**config.mk**
```make
export PLATFORM = sky130hd
export DESIGN_NAME = dec_scan
export DESIGN_NICKNAME = d
export VERILOG_FILES = /design/src/rtl/dec_scan.sv
export SDC_FILE = /design/constraint.sdc
export NUM_CORES = 1
export LEC_CHECK = 0
export CORE_AREA = 2 2 39 41
export CTS_CLUSTER_SIZE = 30
export DETAILED_ROUTE_END_ITERATION = 12
export DIE_AREA = 0 0 41 43
export GPL_TIMING_DRIVEN = 0
export PLACE_DENSITY_LB_ADDON = 0.12
export SETUP_SLACK_MARGIN = 0.4
export SYNTH_ARGS = -nofsm -noshare
export SYNTH_HDL_FRONTEND = slang
export SYNTH_SLANG_ARGS = --single-unit
```
**constraint.sdc**
```tcl
create_clock -name clk -period 1.27 [get_ports clk]
set_input_delay 0.254 -clock clk [delete_from_list [all_inputs] [get_ports clk]]
set_output_delay 0.254 -clock clk [all_outputs]
set_load 0.005 [all_outputs]
```
**src/rtl/dec_scan.sv**
```systemverilog
// dec_scan: registered binary-to-one-hot decoder with enable and a
// prescaled up/down auto-scan of the index, pulsing wrap on roll-over.
module dec_scan #(
    parameter int INPUT_WIDTH = 2,
    parameter int STEP_DIV    = 1
) (
    input  logic                         clk,
    input  logic                         rst_n,
    input  logic                         en,
    input  logic [1:0]                   mode,
    input  logic                         load,
    input  logic [INPUT_WIDTH-1:0]       w,
    output logic [0:(2**INPUT_WIDTH)-1]  y,
    output logic [INPUT_WIDTH-1:0]       idx,
    output logic                         wrap
);
    localparam int OUTPUT_WIDTH = 2**INPUT_WIDTH;
    localparam int PW = (STEP_DIV > 1) ? $clog2(STEP_DIV) : 1;
    localparam logic [1:0] M_DIRECT = 2'b00;
    localparam logic [1:0] M_UP     = 2'b01;
    localparam logic [1:0] M_DOWN   = 2'b10;

    logic [INPUT_WIDTH-1:0]  r_idx, w_idx_nx;
    logic [PW-1:0]           r_pre, w_pre_nx;
    logic [0:OUTPUT_WIDTH-1] r_y, w_y_nx;
    logic                    r_wrap, w_wrap_nx;
    logic                    w_step;

    assign w_step = (r_pre == PW'(STEP_DIV - 1));

    always_comb begin
        w_idx_nx  = r_idx;
        w_pre_nx  = r_pre;
        w_wrap_nx = 1'b0;
        if (load || mode == M_DIRECT) begin
            w_idx_nx = w;
            w_pre_nx = '0;
        end else if (mode == M_UP || mode == M_DOWN) begin
            w_pre_nx = w_step ? '0 : r_pre + PW'(1);
            if (w_step) begin
                w_idx_nx  = (mode == M_UP) ? r_idx + 1'b1 : r_idx - 1'b1;
                w_wrap_nx = (mode == M_UP) ? (r_idx == '1) : (r_idx == '0);
            end
        end
        for (int i = 0; i < OUTPUT_WIDTH; i++)
            w_y_nx[i] = (w_idx_nx == INPUT_WIDTH'(i));
    end

    // With en low the index and prescaler freeze while outputs go quiet.
    always_ff @(posedge clk or negedge rst_n) begin
        if (!rst_n) begin
            r_idx  <= '0;
            r_pre  <= '0;
            r_y    <= '0;
            r_wrap <= 1'b0;
        end else if (!en) begin
            r_y    <= '0;
            r_wrap <= 1'b0;
        end else begin
            r_idx  <= w_idx_nx;
            r_pre  <= w_pre_nx;
            r_y    <= w_y_nx;
            r_wrap <= w_wrap_nx;
        end
    end

    assign y    = r_y;
    assign idx  = r_idx;
    assign wrap = r_wrap;
endmodule

```
======== After elaboration in Yosys (flattened, before gate mapping) ========
Cells that the tools add are included.
operators by class
  add/subtract/negate cells ............... 3
  equality and inequality tests ........... 6
  muxes and demuxes ....................... 13
  reduce and logical (&&, ||, !) cells .... 7
operators with widths
  kind                                               count
  == test 2 bit (second input constant)              4
  2-to-1 mux 1 bit                                   8
  2-to-1 mux 2 bit                                   4
  logical NOT 2 bit                                  3
  == test 2 x 1 -> 1 bit (second input constant)     2
  2-to-1 mux 4 bit                                   1
  adder 2 x 1 -> 2 bit (second input constant)       1
  logical OR 1 bit                                   2
  AND reduction 2 bit                                1
  nonzero test 2 bit                                 1
  subtractor 2 x 1 -> 2 bit (second input constant)  1
  adder 1 bit (second input constant)                1
word-level totals
  flip-flop bits (word level) ............. 8
  bits of input ports ..................... 8
  output and inout port bits .............. 7
  word-level logic and storage cells ...... 33

======== Logic depth before layout (Yosys ltp) ========
  depth after elaboration ................. 7
  depth in mapped cells ................... 6
  gate-level depth less buffers ........... 5

======== Least setup slack after synthesis ========
Ideal clock, no wire load.
  path type ............................... input to register
  start ................................... in mode[1]
  end ..................................... reg r_y, in the netlist y[0]
  setup time .............................. 126 ps
  arrival ................................. 1236 ps
  data required time ...................... 1144 ps
  slack ................................... -91 ps
  cell stages on the path ................. 6
  buffers on the path ..................... 1
  path through ............................ inv_1 -> ha_1 -> buf_2 -> nor4b_1 -> mux2_4 -> nor3_2
between the ends
  cells in the longest elaborated chain, start to end .. 7
  elaborated cells between the ends (all ways) .. 11
  those cells by class .................... eq/ne (2); mux (5); reduce/logical (4)
RTL lines
  element                 RTL line  text
  start, declared         10        input logic [1:0] mode,
  == test 2 x 1 -> 1 bit  38, 41
  2-to-1 mux 2 bit        41        w_idx_nx = (mode == M_UP) ? r_idx + 1'b1 : r_idx - 1'b1;
  2-to-1 mux 2 bit        40        if (w_step) begin
  2-to-1 mux 2 bit        38        end else if (mode == M_UP || mode == M_DOWN) begin
  2-to-1 mux 2 bit *      35        if (load || mode == M_DIRECT) begin
  logical NOT 2 bit *     46        w_y_nx[i] = (w_idx_nx == INPUT_WIDTH'(i));
  2-to-1 mux 4 bit *      56        end else if (!en) begin
  end signal, assigned    62        r_y <= w_y_nx;
  end, declared           25        logic [0:OUTPUT_WIDTH-1] r_y, w_y_nx;
Mark *: on every way between the ends. The rest lies on a longest branch, timed or not.
A chain may end at the register's enable or synchronous reset.

======== Worst setup path in the final report ========
  start ................................... reg r_idx[0] (netlist: idx[0])
  end ..................................... reg r_y, in the netlist y[0]
between the ends
  cells in the longest elaborated chain, start to end .. 7
  elaborated cells between the ends (all ways) .. 8
  those cells by class .................... add/sub (2); mux (5); reduce/logical (1)
RTL lines
  element                                                            RTL line  text
  start, declared                                                    23        logic [INPUT_WIDTH-1:0] r_idx, w_idx_nx;
  start signal, assigned                                             60        r_idx <= w_idx_nx;
  subtractor 2 x 1 -> 2 bit or adder 2 x 1 -> 2 bit (tied branches)  41
  2-to-1 mux 2 bit                                                   41
  2-to-1 mux 2 bit                                                   40
  2-to-1 mux 2 bit *                                                 38
  2-to-1 mux 2 bit *                                                 35
  logical NOT 2 bit *                                                46
  2-to-1 mux 4 bit *                                                 56
Marked as above.

==> impl_metrics.py <==
metrics = {
    "outcome": {
        "outcome": "completed",
    },
    "global_route": {
        "top_usage_layer": "met2",
        "track_usage": 0.131,
        "gr-total-overflow": 0,
        "grt_util_met1": 0.161,
        "grt_pass1_wl_um": 1550,
        "grt_util_met3": 0.0157,
        "grtUsageMet2": 0.206,
        "grt_pass1_vias": 373,
        "grt_antenna_before_repair": 0,
        "grt_max_degree": 8,
    },
    "die": {
        "ios": 15,
        "core-area_sq_um": 1380,
        "dieHeight_um": 43,
        "rows": 14,
        "die_w_um": 41,
        "start_util": 0.339,
        "die_area_sq_um": 1760,
    },
    "synth": {
        "seq_area_frac_synth": 0.373,
        "syn_inst": 46,
        "synth_area_sq_um": 469,
        "async_flop_share": 1.00,
        "netlist.area_leader.share": 0.373,
        "synthDistinctLibCells": 30,
        "synth_area_leaders": "dfrtp_1 (37%), ha_1 (5.3%), nor3_2 (4.3%)",
        "yosysMostFrequentCell": "dfrtp_1",
        "synth_top_area_cell": "dfrtp_1",
        "ys_warn_count": 0,
        "synth_edf_count": 0,
        "synth_fp_nets": 56,
        "synthFlopType": "dfrtp_1",
        "syn-mean-instance-area_sq_um": 10.2,
        "synth_common_cells": "dfrtp_1 (7), inv_1 (3)",
        "ys_ff_latch": 7,
    },
    "critical_path": {
        "worstPathRequired_ns": 1.44,
        "slowest_stage": "dfrtp_1",
        "cpPeakStageDelay_ns": 0.38,
        "cp.arrival_ns": 1.41,
        "end_kind": "flop",
        "cp_top_family": "flip-flops",
        "crit_type": "reg -> reg",
        "crit_path_start_kind": "flop",
        "crit_chain": "buf_6 > xnor2_4 > mux2_4 > nor3_2",
        "worst-path-buf-inv": 1,
        "cp_max_fo": 6,
    },
    "power_and_ir_drop": {
        "sequentialPowerShare": 0.327,
        "switching_share": 0.304,
        "vdd_drop_max_mv": 0.401,
        "p_leak_nw": 0.326,
        "power.internal_mw": 0.550,
        "clockPowerShare": 0.241,
        "pwr-share-comb": 0.432,
        "power_density_nw_per_um2": 1020,
        "p_sw_mw": 0.240,
    },
    "layout": {
        "n_antenna_cell": 0,
        "final_nets": 79,
        "final_core_util": 0.560,
        "layout-drive-gt1-share": 0.500,
        "fillers": 144,
        "area_growth_pct": 65.1,
    },
    "clock_tree": {
        "clockBufferDepth": 2,
        "htreeDepth": 1,
        "cts.clk_slew.worst_paths_ns": 0.05,
        "cts_root_buffer": "clkbuf_4",
        "cts_made_buffers": 3,
        "cts_tree": "built",
        "worstSkewPairLatency_ns": 0.24,
        "clock_sinks": 7,
    },
    "timing": {
        "finalCriticalPeriod_ns": 1.25,
        "fin_setup_tns_ns": 0,
        "slew_viol_final": 0,
        "setup_viol": 0,
        "max_slew_margin": 0.798,
        "period_share": 0.982,
        "fmax_mhz": 802,
        "fin_skew_ns": 0.00377,
        "hold_viol": 0,
        "rsz0062_at_grt": "true",
        "worstMarginPinSlew_ns": 0.304,
    },
    "place": {
        "gp_congestion": 0.743,
        "port_buffers": 14,
        "post-dp-hpwl_um": 702,
    },
    "drt": {
        "wl_um": 994,
        "viasPerCell": 5.08,
        "vias": 427,
        "wl_per_cell_um": 11.8,
        "post-route-drc-count": 0,
        "drt-initial-drc-count": 7,
        "drt_first_pass_iters": 4,
        "detail-route-antenna-nets": 0,
    },
    "run": {
        "maxCapViolCount": 0,
    },
    "min_path": {
        "hp-class": "in -> async",
    },
}
==> metal layers <==
layer,vias to the layer above,part of all wire
li1,210,-
met4,0,0.014
met5,-,0
met2,15,0.53
met3,2,0.070
met1,200,0.39
==> kinds of logic (layout without fill, tap and decap cells) <==
kind of cell / count (synthesis) / after routing / share of synthesized area
flops: 7 / 7 / 0.373
simple gates: 13 / 13 / 0.195
mux: 2 / 2 / 0.0533
compound gates: 13 / 13 / 0.184
xor+xnor: 3 / 3 / 0.0720
buf+inv: 6 / 28 / 0.0693
fa+ha+maj: 2 / 2 / 0.0533
==> stage by stage <==
step	hold WS (ns)	area [sq um]	power, mW	instances	setup slack, ns
after floorplan	-0.0416	543	0.446	46	0.0870
after global placement	0.524	703	0.554	76	-0.637
after detailed placement	0.534	703	0.555	76	-0.637
after CTS	0.271	759	0.781	84	0.0322
after global routing	0.289	774	0.836	84	-0.0353
final	0.260	774	0.789	84	0.0226
==> final timing paths <==
check,startpoint,to,slack (ns),cells after the start
max,idx[0],y[0],0.02,4
max in group asynchronous,rst_n,idx[1],0.77,1
min,rst_n,idx[0],0.26,1
min reg2reg,idx[0],idx[0],0.67,3
min in group clk,en,idx[0],0.52,2
max reg2reg,idx[0],y[0],0.02,4
==> cell usage in the layout (no fill, tap or decap), types with 2 or more instances in the layout <==
master and n:
a21oi_1 2, buf_2 8, buf_4 3, buf_6 5, clkbuf_4 3, clkdlybuf4s50_1 3
dfrtp_1 6, dlygate4sd2_1 2, ha_4 2, nand3_1 2, nor3_2 2, o21ai_0 2
o21ai_1 2
==> flip-flops by register name, indices dropped and copies added, names as in the netlist <==
register  count
y             4
wrap          1
idx           2
==> timing repair <==
item	CTS	global route
endpoints found under the setup margin	14	14
hold endpoints to repair	0	0
setup buffers	4	0
pin swaps	3	1
cloned	0	0
hold buffers	0	0
resized for setup	47	2
==> cell type report <==
cell class,instances,area [sq um],area share
Multi-Input combinational cell,33,354,0.457
Sequential cell,7,176,0.228
Timing Repair Buffer,18,133,0.171
Buffer,3,33.8,0.0436
Inverter,3,31.3,0.0404
Clock buffer,4,26.3,0.0339
Tap cell,16,20.0,0.0258
==> power by group through the flow <==
| stage | Sequential (mW) | Combinational [mW] | Clock, mW |
|---|---|---|---|
| after floorplan | 0.273 | 0.173 | 0 |
| after global placement | 0.275 | 0.279 | 0 |
| after detailed placement | 0.274 | 0.281 | 0 |
| after CTS | 0.258 | 0.326 | 0.197 |
| after global routing | 0.261 | 0.371 | 0.205 |
| final | 0.258 | 0.341 | 0.190 |
(Power assumes the default switching activity.)
